[src/rtl/disp_pkg.sv]
// Shared constants, scan state type and the leading-zero blank helper for
// the multiplexed 7-segment display path.
package disp_pkg;

    localparam int NUM_DIGITS = 4;
    localparam int DIG_SEL_W  = 2;
    localparam int BRIGHT_W   = 3;

    typedef enum logic {
        IDLE = 1'b0,
        SCAN = 1'b1
    } scan_state_t;

    // True when digit 'sel' shows only a leading zero with no decimal point.
    // Digit 0 always stays lit so a zero value still shows "0".
    function automatic logic lz_blank(
        input logic [DIG_SEL_W-1:0]    sel,
        input logic [4*NUM_DIGITS-1:0] value,
        input logic [NUM_DIGITS-1:0]   dots
    );
        logic blank;
        blank = 1'b0;
        case (sel)
            2'd3:    blank = (value[15:12] == 4'h0) && !dots[3];
            2'd2:    blank = (value[15:8] == 8'h00) && !dots[2];
            2'd1:    blank = (value[15:4] == 12'h000) && !dots[1];
            default: blank = 1'b0;
        endcase
        return blank;
    endfunction

endpackage

[src/rtl/display_pwm_timer.sv]
// Slot timer: tick counter, slot-terminal flag, per-slot brightness sample
// and the registered PWM on-window for the digit being scanned.
module display_pwm_timer
    import disp_pkg::*;
#(
    parameter int CLK_DIV = 1000
)
(
    input  logic                clock,
    input  logic                reset,
    input  logic                advance,
    input  logic                active_next,
    input  logic [BRIGHT_W-1:0] brightness,
    output logic                slot_last,
    output logic                on_window
);

    localparam int TICK_W = $clog2(CLK_DIV);
    localparam int CMP_W  = $clog2(CLK_DIV + 1);
    localparam int STEP   = CLK_DIV / 8;

    logic [TICK_W-1:0]   tick;
    logic [TICK_W-1:0]   tick_next;
    logic [BRIGHT_W-1:0] bright_q;
    logic [BRIGHT_W-1:0] bright_eff;
    logic [CMP_W-1:0]    on_limit;

    assign slot_last = (tick == TICK_W'(CLK_DIV - 1));

    // Next tick, the brightness in force for the slot, and its on-window length
    always_comb begin
        // NOTE: every always_comb output gets a default first so no path leaves it unassigned (no latch).
        tick_next = '0;
        if (advance && !slot_last) begin
            tick_next = tick + TICK_W'(1);
        end
        // At tick 0 the live input is the value being sampled for this slot.
        bright_eff = (tick == '0) ? brightness : bright_q;
        // Widen before adding one so brightness 7 gives 8 steps, not 0.
        on_limit   = (CMP_W'(bright_eff) + CMP_W'(1)) * CMP_W'(STEP);
    end

    // Tick counter, slot brightness sample and registered on-window
    always_ff @(posedge clock or posedge reset) begin
        // NOTE: sequential state uses non-blocking assignments so all registers update from pre-edge values.
        if (reset) begin
            tick      <= '0;
            bright_q  <= '0;
            on_window <= 1'b0;
        end else begin
            tick <= tick_next;
            if (tick == '0) begin
                bright_q <= brightness;
            end
            on_window <= active_next && (CMP_W'(tick_next) < on_limit);
        end
    end

endmodule

[src/rtl/display_scan_controller.sv]
// 4-digit multiplexed display scan controller: digit-select sequencing,
// frame-start strobe and a valid/ready double buffer that commits only at
// frame boundaries. Optional build macro LEADING_ZERO_BLANK_EN blanks
// leading zero digits that carry no decimal point.
module display_scan_controller
    import disp_pkg::*;
#(
    parameter int CLK_DIV = 1000
)
(
    input  logic                    clock,
    input  logic                    reset,
    input  logic                    enable,
    input  logic [BRIGHT_W-1:0]     brightness,
    input  logic                    wr_valid,
    output logic                    wr_ready,
    input  logic [4*NUM_DIGITS-1:0] wr_value,
    input  logic [NUM_DIGITS-1:0]   wr_dots,
    output logic [DIG_SEL_W-1:0]    dig_sel,
    output logic                    digit_en,
    output logic [4*NUM_DIGITS-1:0] disp_value,
    output logic [NUM_DIGITS-1:0]   disp_dots,
    output logic                    frame_start
);

    localparam logic [DIG_SEL_W-1:0] LAST_DIGIT = DIG_SEL_W'(NUM_DIGITS - 1);

    scan_state_t                 state;
    scan_state_t                 state_next;
    logic                        slot_last;
    logic                        on_window;
    logic                        advance;
    logic                        frame_last;
    logic                        accept;
    logic                        commit;
    logic                        pending;
    logic [DIG_SEL_W-1:0]        dig_sel_next;
    logic                        frame_start_next;
    logic [4*NUM_DIGITS-1:0]     shadow_value;
    logic [NUM_DIGITS-1:0]       shadow_dots;

    assign advance    = (state == SCAN) && enable;
    assign frame_last = (state == SCAN) && slot_last && (dig_sel == LAST_DIGIT);
    assign wr_ready   = !pending;
    assign accept     = wr_valid && !pending;
    // While idle nothing is on screen to tear, so a pending shadow goes straight out.
    assign commit     = pending && ((state == IDLE) || frame_last);

    display_pwm_timer #(
        .CLK_DIV (CLK_DIV)
    ) u_pwm_timer (
        .clock       (clock),
        .reset       (reset),
        .advance     (advance),
        .active_next (enable),
        .brightness  (brightness),
        .slot_last   (slot_last),
        .on_window   (on_window)
    );

    // Scan state register
    always_ff @(posedge clock or posedge reset) begin
        if (reset) begin
            state <= IDLE;
        end else begin
            state <= state_next;
        end
    end

    // Next state: enable alone moves between idling and scanning
    always_comb begin
        state_next = state;
        case (state)
            IDLE:    if (enable)  state_next = SCAN;
            SCAN:    if (!enable) state_next = IDLE;
            default: state_next = IDLE;
        endcase
    end

    // Next digit select and frame strobe, registered below to align with the timer
    always_comb begin
        dig_sel_next     = '0;
        frame_start_next = 1'b0;
        case (state)
            IDLE: frame_start_next = enable;
            SCAN: begin
                if (enable) begin
                    dig_sel_next     = slot_last ? dig_sel + DIG_SEL_W'(1) : dig_sel;
                    frame_start_next = frame_last;
                end
            end
            default: ;
        endcase
    end

    // Registered scan outputs
    always_ff @(posedge clock or posedge reset) begin
        if (reset) begin
            dig_sel     <= '0;
            frame_start <= 1'b0;
        end else begin
            dig_sel     <= dig_sel_next;
            frame_start <= frame_start_next;
        end
    end

    // Handshake flag and committed display copy
    always_ff @(posedge clock or posedge reset) begin
        if (reset) begin
            pending    <= 1'b0;
            disp_value <= '0;
            disp_dots  <= '0;
        end else begin
            if (accept) begin
                pending <= 1'b1;
            end else if (commit) begin
                pending <= 1'b0;
            end
            if (commit) begin
                disp_value <= shadow_value;
                disp_dots  <= shadow_dots;
            end
        end
    end

    // Shadow capture on an accepted write
    always_ff @(posedge clock) begin
        // NOTE: shadow data has no reset; it is only ever read while pending is set, after a capture.
        if (accept) begin
            shadow_value <= wr_value;
            shadow_dots  <= wr_dots;
        end
    end

`ifdef LEADING_ZERO_BLANK_EN
    assign digit_en = on_window && !lz_blank(dig_sel, disp_value, disp_dots);
`else
    assign digit_en = on_window;
`endif

endmodule

[config.mk]
export PLATFORM = sky130hd
export DESIGN_NAME = display_scan_controller
export DESIGN_NICKNAME = d
export VERILOG_FILES = /design/src/rtl/disp_pkg.sv /design/src/rtl/display_pwm_timer.sv /design/src/rtl/display_scan_controller.sv
export SDC_FILE = /design/constraint.sdc
export NUM_CORES = 1
export LEC_CHECK = 0
export BUFFER_PORTS_ARGS = -buffer_cell sky130_fd_sc_hd__buf_4
export CORE_UTILIZATION = 50
export CTS_CLUSTER_SIZE = 28
export DETAILED_ROUTE_END_ITERATION = 8
export PLACE_DENSITY = 0.72
export SLEW_MARGIN = 40
export SYNTH_ARGS = -nofsm -noshare
export SYNTH_HDL_FRONTEND = slang
export SYNTH_HIERARCHICAL = 1
export SYNTH_SLANG_ARGS = --single-unit
[constraint.sdc]
create_clock -name clock -period 6.92 [get_ports clock]
set_input_delay 0.692 -clock clock [delete_from_list [all_inputs] [get_ports clock]]
set_output_delay 0.692 -clock clock [all_outputs]
set_load 0.05 [all_outputs]
### After elaboration in Yosys (flattened, before gate mapping)

Index checks and enable logic that the tools add are counted.

* bits in registers: 59
* input bits: 27
* output and inout port bits: 25
* word-level logic and storage cells: 42

* $add $sub $neg: 3
* multiply operators: 1
* order comparisons: 1
* equality and inequality tests: 3
* mux-type cells: 10
* bitwise operators: 1
* reductions and logical operators: 12

Operators with widths (count)
* 10-bit by 1-bit adder with 10-bit output, second input constant: 1
* 10-bit equality test, second input constant: 1
* 10-bit zero test: 1
* 10-bit < comparator: 1
* 10-bit by 7-bit multiplier with 10-bit output, second input constant: 1
* 10-bit 2-to-1 mux: 1
* 1-bit logical AND: 7
* 2-bit 2-to-1 mux: 3
* 3-bit by 1-bit adder with 4-bit output, second input constant: 1
* 1-bit 2-to-1 mux: 4
* 3-bit 2-to-1 mux: 1
* 3-bit by 2-bit inequality test with 1-bit output, second input constant: 1
* 2-bit by 1-bit adder with 2-bit output, second input constant: 1
* 2-bit equality test, second input constant: 1
* 1-bit zero test: 2
* 1-bit one-hot mux with 2 select lines: 1
* 2-bit nonzero test: 1
* 1-bit logical OR: 1
* 1-bit inverter: 1

### Depth between registers and ports, before layout

Gate-level depths: netlist of the first run.

* depth after elaboration: 7
* depth in mapped cells: 20
* depth with buffers taken out: 20

### By module

Netlist of the first run, hierarchy kept.

By module, submodules not included
* display_scan_controller: times used 1, cells an instance 128, area an instance 1864.3 um^2, seq. area each 1226.2 um^2
* display_pwm_timer: times used 1, cells an instance 139, area an instance 1365.1 um^2, seq. area each 350.3 um^2

### Worst setup path after synthesis of the first run

No wires, ideal clock.

* path kind: reg-to-reg
* start: register u_pwm_timer.tick[0]
* end: register u_pwm_timer.on_window
* library setup time: 0.094 ns
* arrival: 4.730 ns
* required time: 6.826 ns
* setup slack: 2.096 ns
* stages on the path, launching flop included: 20
* path buffers: 0
* clock period less this slack: 4.824 ns
* cell sequence: dfrtp_1 > inv_1 > ha_1 > or4b_1 > o31ai_4 > o21ai_2 > ha_1 > xor2_1 > fa_1 > fa_1 > inv_1 > ha_1 > a21oi_1 > o311ai_1 > xnor2_1 > ha_1 > a21o_1 > a21o_1 > a221o_1 > a221oi_2

* word-level cells in the longest chain between the ends: 6
* elaborated cells on any way between the ends: 11
* those cells by class: add/sub: 2; mul: 1; order compare: 1; eq/ne: 1; mux: 2; reduce/logical: 4

RTL lines
* start, declared: RTL line display_pwm_timer.sv:22 `logic [TICK_W-1:0] tick;`
* start signal, assigned: RTL line display_pwm_timer.sv:51 `tick <= tick_next;`
* 10-bit zero test: RTL line display_pwm_timer.sv:38 `bright_eff = (tick == '0) ? brightness : bright_q;`
* 3-bit 2-to-1 mux
* via u_pwm_timer.bright_eff[0]: RTL line display_pwm_timer.sv:25 `logic [BRIGHT_W-1:0] bright_eff;`
* 3-bit by 1-bit adder with 4-bit output: RTL line display_pwm_timer.sv:40 `on_limit = (CMP_W'(bright_eff) + CMP_W'(1)) * CMP_W'(STEP);`
* 10-bit by 7-bit multiplier with 10-bit output: RTL line display_pwm_timer.sv:40
* 10-bit < comparator: RTL line display_pwm_timer.sv:55 `on_window <= active_next && (CMP_W'(tick_next) < on_limit);`
* 1-bit logical AND: RTL line display_pwm_timer.sv:55
* end signal, assigned: RTL line display_pwm_timer.sv:55
* end, declared: RTL line display_pwm_timer.sv:15 `output logic on_window`

The timed path passes the listed nets, and every way through them passes these cells.
A chain may end at the register's enable or synchronous reset.

### Final worst setup path of the first run

Same ends and word-level chain as after synthesis.

==> out/qor.yml, run 1 <==
timing:
  timing_max_transition_violations_final: 0
  post-route-min-period_ns: 5.19
  final.hold.worst_slack_ns: 0.432
  setup-violations-final: 0
  rsz_0062_raised_after_global_routing: "false"
  fmax_ghz: 0.193
  timing.max_slew.rel_slack_pct: 55.1
  setup_tns_ns: 0
  count_of_endpoints_failing_hold_in_the_final_timing_report: 0
  timing.clock.skew_ns: 0.00576
  final_ws_setup_ns: 1.73
  min_period_over_period_pct: 75.1
  worstMarginPinSlew_ns: 0.671
worst_setup_path:
  crit_path_end_kind: "register"
  ff2ff_path_depth: 19
  startpoint_type: "register"
  path_class: "register to register"
  timing.rr.end: "u_pwm_timer/on_window"
  cp_max_fo: 8
  worst_ep_required_time_ns: 7.16
  critical_path.reg2reg.startpoint: "u_pwm_timer/tick[0]"
  critical_path_arrival_ns: 5.43
  ff_to_ff_setup_slack_ns: 1.73
synth:
  postSynthAreaPerCell_um2: 12.1
  synth.lib_cells_used.distinct: 46
  netlist.top_cell.by_area: "dfrtp_1"
  post_synth_main_area_contributors: "dfrtp_1 (30%), edfxtp_1 (19%), o32ai_2 (10%)"
  mappedNetlistNets: 316
  seq_area_frac_synth_pct: 48.8
  synthArstFlopShare_pct: 66.1
  synthDominantCellAreaShare_pct: 30.2
  ys_top_cells_by_count: "inv_1 (43), dfrtp_1 (39), nand2_1 (29)"
  syn-cell-area_um2: 3230
  synth_flop_cell: "dfrtp_1"
  post_synth_edffs: 20
  postSynthCellCount: 267
  synth_warnings: 6
  ys_ff_latch: 59
  synthMostInstantiatedCell: "inv_1"
pwr:
  irDropWorstVdd_uv: 178
  pwrdens_nw_per_um2: 297
  power_switching_uw: 400
  share_seq_of_total_power_pct: 37.0
  leakagePower_nw: 1.84
  power_report.internal_total_uw: 754
  power.switching_fraction_pct: 34.7
  power.clock.fraction_pct: 27.5
  total_power_of_the_final_layout_mw: 1.15
  comb_power_share_pct: 35.6
grt:
  first_global_vias: 2143
  largest_net_degree_at_the_start_of_global_routing: 26
  grt_first_pass_wirelength_mm: 10.3
  track_usage_pct: 21.0
  grt_antenna_before_repair: 0
  overflow: 0
detailed_routing:
  drt_iter0_drc: 88
  detail_route.wl_per_cell_um: 15.7
  routed_wl_mm: 6.31
  drt_first_pass_iters: 7
  drc_errors: 0
  postRouteAntennaNets: 0
  vias_per_cell: 5.31
  vias: 2138
clock_tree:
  insertion_delay_ns: 0.33
  total_of_cells_resized_after_clock_tree_synthesis: 0
  clockRootBuffer: "clkbuf_8"
  htree_levels: 3
  numCtsBuffers: 9
  cts_tree: "built"
  clock_path_buffers: 2
  cts_setup_buffers: 0
  numClockSinks: 59
  cts-hold-fix-buffers: 0
  clock_pin_slew_reported_for_the_worst_setup_and_hold_paths_after_clock_tree_synthesis_ns: 0.06
placement:
  gp_congestion: 0.831
  placed_wire_length_estimate_after_detailed_placement_mm: 4.64
  port_buffers: 51
  place_ws_ns: 1.73
die:
  ioPinCount: 52
  fp.dieArea_um2: 6780
  overall_die_width_um: 82.4
  initial_core_util_pct: 53.3
  floorplan.rows: 28
  core-area_um2: 6060
  chipHeight_um: 82.4
flow_run:
  max-cap-violations: 0
hold_path:
  holdCritPathClass: "input port to asynchronous set/reset pin"
layout:
  n_antenna_cell: 0
  fillerInstances: 472
  layout.core_utilization_pct: 64.1
  area.growth.synth_to_final_pct: 20.3
  drive_above_1_share_pct: 32.6
  num-nets-final: 372
outcome:
  outcome: "completed"
-- stage by stage --
| step | cell area [um^2] | std cells |
|---|---|---|
| finish | 3880 | 403 |
| global route | 3880 | 403 |
| CTS | 3880 | 403 |
| detailed placement | 3670 | 387 |
| global placement | 3670 | 387 |
| floorplan | 3230 | 267 |
-- cells by family after synthesis --
kind of cell | after synthesis | synth area share, %
buffers and inverters | 52 | 7.01
multiplexers | 5 | 1.98
AO/OA/AOI/OAI | 44 | 17.2
AND/OR/NAND/NOR | 70 | 11.3
XOR/XNOR | 15 | 4.53
adder cells (fa/ha/maj) | 22 | 9.22
flip-flops | 59 | 48.8
-- layout make-up --
cell class / instances / area [um^2] / area share, %
Multi-Input combinational cell: 156 / 1440 / 37.1
Sequential cell: 59 / 1580 / 40.6
Tap cell: 75 / 93.8 / 2.42
Clock buffer: 12 / 155 / 3.99
Inverter: 43 / 161 / 4.16
Clock inverter: 4 / 48.8 / 1.26
Timing Repair Buffer: 54 / 405 / 10.4
-- routing by layer --
layer	wire length (um)	GRT usage (%)	up-vias
met5	0	0	-
met1	2870	26.5	1034
met4	93	7.02	0
met2	3050	34.2	46
met3	292	6.26	10
li1	-	-	1048
-- worst max path at each step --
stage / startpoint / to / slack [ns]
final: u_pwm_timer/tick[0] / u_pwm_timer/on_window / 1.73
after global routing: u_pwm_timer/tick[0] / u_pwm_timer/on_window / 1.35
after CTS: u_pwm_timer/tick[0] / u_pwm_timer/on_window / 1.73
after detailed placement: u_pwm_timer/tick[0] / u_pwm_timer/on_window / 1.73
after global placement: u_pwm_timer/tick[0] / u_pwm_timer/on_window / 1.91
after floorplan: u_pwm_timer/tick[0] / u_pwm_timer/on_window / 2.10
-- sequential cells by signal (all words and copies together), names as in the netlist --
name and cells:
dig_sel 2, shadow_dots 4, u_pwm_timer/on_window 1, disp_dots 4
state 1, disp_value 16, u_pwm_timer/tick 10, frame_start 1
shadow_value 16, u_pwm_timer/bright_q 3, pending 1
-- cell usage in the layout, fill, tap and decap left out, drive strengths merged, types with 2 or more instances in the layout --
cell type and instances:
a21oi 3, or3 3, xnor2 7, nand3 4, mux2i 4, o32ai 20, a21o 6, fa 3
nor3 4, clkbuf 12, edfxtp 20, o21ai 4, nor2b 4, clkinv 3, nor2 13, nand4 3
and2 3, a32oi 2, nor4 2, xor2 7, inv 43, buf 54, nand2 29, ha 19
dfrtp 39
-- power groups by stage --
stage / Clock [mW] / Sequential, mW / Combinational [mW]
finish: 0.317 / 0.427 / 0.411
global route: 0.342 / 0.432 / 0.445
CTS: 0.326 / 0.428 / 0.416
detailed placement: 0 / 0.435 / 0.415
global placement: 0 / 0.432 / 0.408
floorplan: 0 / 0.534 / 0.204
-- worst max-delay path: stages, from the launching register on --
cell	delay, ns
dfrtp_1	0.44
inv_1	0.09
ha_1	0.16
nor4b_4	0.30
nand3_2	0.30
o21ai_2	0.43
ha_1	0.32
xor2_1	0.21
fa_1	0.49
fa_1	0.53
inv_1	0.04
ha_1	0.31
a21oi_1	0.15
o311ai_1	0.13
xnor2_1	0.15
ha_1	0.19
a21o_1	0.18
a21o_1	0.17
a221o_1	0.35
a221oi_2	0.17
Note: power is estimated with default switching activity, not from simulation.
==> run 2, diff against run 1 <==
Settings changed: ABC_AREA set to 1, PLACE_DENSITY 0.72 to 0.73.
Clock period 6.92 ns to 5.01 ns, I/O delays scaled along.
==> out/qor.yml, run 2 <==
outcome:
  outcome: "completed"
clock_tree:
  cts_tree: "built"
  cts_setup_buffers: 0
  numCtsBuffers: 9
  clock_pin_slew_reported_for_the_worst_setup_and_hold_paths_after_clock_tree_synthesis_ns: 0.07
  cts-hold-fix-buffers: 0
  clock_path_buffers: 2
  insertion_delay_ns: 0.33
  total_of_cells_resized_after_clock_tree_synthesis: 0
  htree_levels: 3
  numClockSinks: 59
  clockRootBuffer: "clkbuf_8"
timing:
  timing.clock.skew_ns: 0.00806
  timing.max_slew.rel_slack_pct: 47.7
  final.hold.worst_slack_ns: 0.226
  min_period_over_period_pct: 85.7
  final_ws_setup_ns: 0.714
  rsz_0062_raised_after_global_routing: "false"
  timing_max_transition_violations_final: 0
  post-route-min-period_ns: 4.30
  fmax_ghz: 0.233
  count_of_endpoints_failing_hold_in_the_final_timing_report: 0
  setup-violations-final: 0
  setup_tns_ns: 0
  worstMarginPinSlew_ns: 0.783
synth:
  synth_flop_cell: "dfrtp_1"
  syn-cell-area_um2: 2960
  post_synth_main_area_contributors: "dfrtp_1 (33%), edfxtp_1 (20%), nand2_1 (8.6%)"
  synthArstFlopShare_pct: 66.1
  seq_area_frac_synth_pct: 53.3
  synth.lib_cells_used.distinct: 32
  post_synth_edffs: 20
  netlist.top_cell.by_area: "dfrtp_1"
  postSynthCellCount: 294
  synthMostInstantiatedCell: "nand2_1"
  ys_top_cells_by_count: "nand2_1 (68), dfrtp_1 (39), inv_1 (37)"
  ys_ff_latch: 59
  synthDominantCellAreaShare_pct: 33.0
  synth_warnings: 6
  postSynthAreaPerCell_um2: 10.1
  mappedNetlistNets: 343
layout:
  layout_top_registers: "disp_value x16, shadow_value x16, u_pwm_timer/tick x10"
  mostFrequentLayoutCell: "nand2_1"
  n_antenna_cell: 0
  final_cell_area_um2: 3540
  drive_above_1_share_pct: 27.3
  layout.core_utilization_pct: 63.2
  area.growth.synth_to_final_pct: 19.9
  most_frequent_cells_in_the_layout: "nand2_1 (68), buf_4 (51), dfrtp_1 (39)"
  num-nets-final: 399
  fillerInstances: 482
hold_path:
  holdCritPathClass: "input port to asynchronous set/reset pin"
detailed_routing:
  postRouteAntennaNets: 0
  vias_per_cell: 4.99
  detail_route.wl_per_cell_um: 13.2
  drt_first_pass_iters: 4
  drt_iter0_drc: 114
  drc_errors: 0
  routed_wl_mm: 5.63
  vias: 2132
die:
  floorplan.rows: 27
  initial_core_util_pct: 52.7
  fp.dieArea_um2: 6220
  ioPinCount: 52
  overall_die_width_um: 78.9
  core-area_um2: 5610
  chipHeight_um: 78.9
worst_setup_path:
  cp_max_fo: 4
  critical_path_arrival_ns: 4.56
  worst_ep_required_time_ns: 5.28
  crit_path_end_kind: "register"
  path_class: "register to register"
  startpoint_type: "register"
grt:
  grt_antenna_before_repair: 0
  track_usage_pct: 20.0
  largest_net_degree_at_the_start_of_global_routing: 26
  grt_first_pass_wirelength_mm: 9.33
  overflow: 0
  first_global_vias: 2104
placement:
  port_buffers: 51
  placed_wire_length_estimate_after_detailed_placement_mm: 4.24
  place_ws_ns: 0.727
  gp_congestion: 0.835
  post_place_cell_area_um2: 3360
pwr:
  leakagePower_nw: 1.83
  pwrdens_nw_per_um2: 420
  irDropWorstVdd_uv: 208
flow_run:
  max-cap-violations: 0
## run 2: changes by cell type in the layout (fill, tap and decap cells not counted), moves of 5 or more
cell and delta:
nand2_1 +39, nand3_1 +25, o32ai_2 -20, nand2_2 +9, inv_1 -6, nand2_4 +6, a21o_1 -5, xnor2_1 -5
xor2_1 -5
## run 2: worst paths after layout
| kind | cells past startpoint | slack [ns] | from | to |
|---|---|---|---|---|
| setup / recovery | 27 | 0.71 | u_pwm_timer/tick[0] | u_pwm_timer/on_window |
| hold / removal | 2 | 0.23 | reset | disp_value[15] |
| setup reg to reg | 27 | 0.71 | u_pwm_timer/tick[0] | u_pwm_timer/on_window |
| hold reg to reg | 2 | 0.47 | disp_value[6] | disp_value[6] |
| max in group asynchronous | 2 | 4.41 | reset | u_pwm_timer/bright_q[2] |
| min in group clock | 1 | 0.31 | enable | state |
## run 2: kinds of logic after synthesis
| kind of cell | after synthesis | share of synthesized area (%) |
|---|---|---|
| compound gates | 14 | 2.96 |
| simple gates | 148 | 24.6 |
| buf+inv | 47 | 7.79 |
| flops | 59 | 53.3 |
| fa+ha+maj | 22 | 10.1 |
| xor+xnor | 4 | 1.19 |
## run 2: report_power, final
part           leakage, nW  internal (mW)  switching [mW]
clock network       0.0958          0.226           0.179
logic                 1.05          0.163           0.324
registers            0.685          0.559          0.0347
total                 1.83          0.948           0.538
## run 2: area by class of cell
class / count / area, um^2 / area share, %
Clock inverter: 6 / 57.6 / 1.62
Inverter: 41 / 159 / 4.49
Timing Repair Buffer: 51 / 383 / 10.8
Multi-Input combinational cell: 188 / 1150 / 32.4
Tap cell: 72 / 90.1 / 2.54
Clock buffer: 10 / 128 / 3.60
Sequential cell: 59 / 1580 / 44.5
## run 2: metal layers
layer	vias up	GRT usage, %	part of all wire [%]
li1	1060	-	-
met1	1011	23.7	43
met2	51	34.2	51
met3	10	5.29	3.7
met4	0	8.73	1.9
met5	-	0	0
## run 2: through the flow
step | total power, mW | instances
6_report | 1.49 | 427
5_1_grt | 1.57 | 427
4_1_cts | 1.50 | 427
3_5_place_dp | 1.10 | 411
3_3_place_gp | 1.08 | 411
2_1_floorplan | 0.961 | 294
## run 2: critical path, cell delays in order (launching register included)
cell,delay [ns]
dfrtp_1,0.37
inv_1,0.06
ha_1,0.20
nand2_2,0.12
inv_2,0.05
nand2_2,0.09
nor2_1,0.05
nor2_1,0.21
ha_1,0.27
inv_1,0.07
nand2_2,0.08
nand2_4,0.06
inv_2,0.07
fa_1,0.47
fa_1,0.54
inv_1,0.04
ha_1,0.30
a21o_1,0.18
inv_1,0.06
nand2_1,0.05
nand3_1,0.06
nand2_1,0.05
ha_1,0.18
a21oi_1,0.15
nor2_1,0.05
nor3_1,0.13
o21ai_0,0.14
a21oi_2,0.11
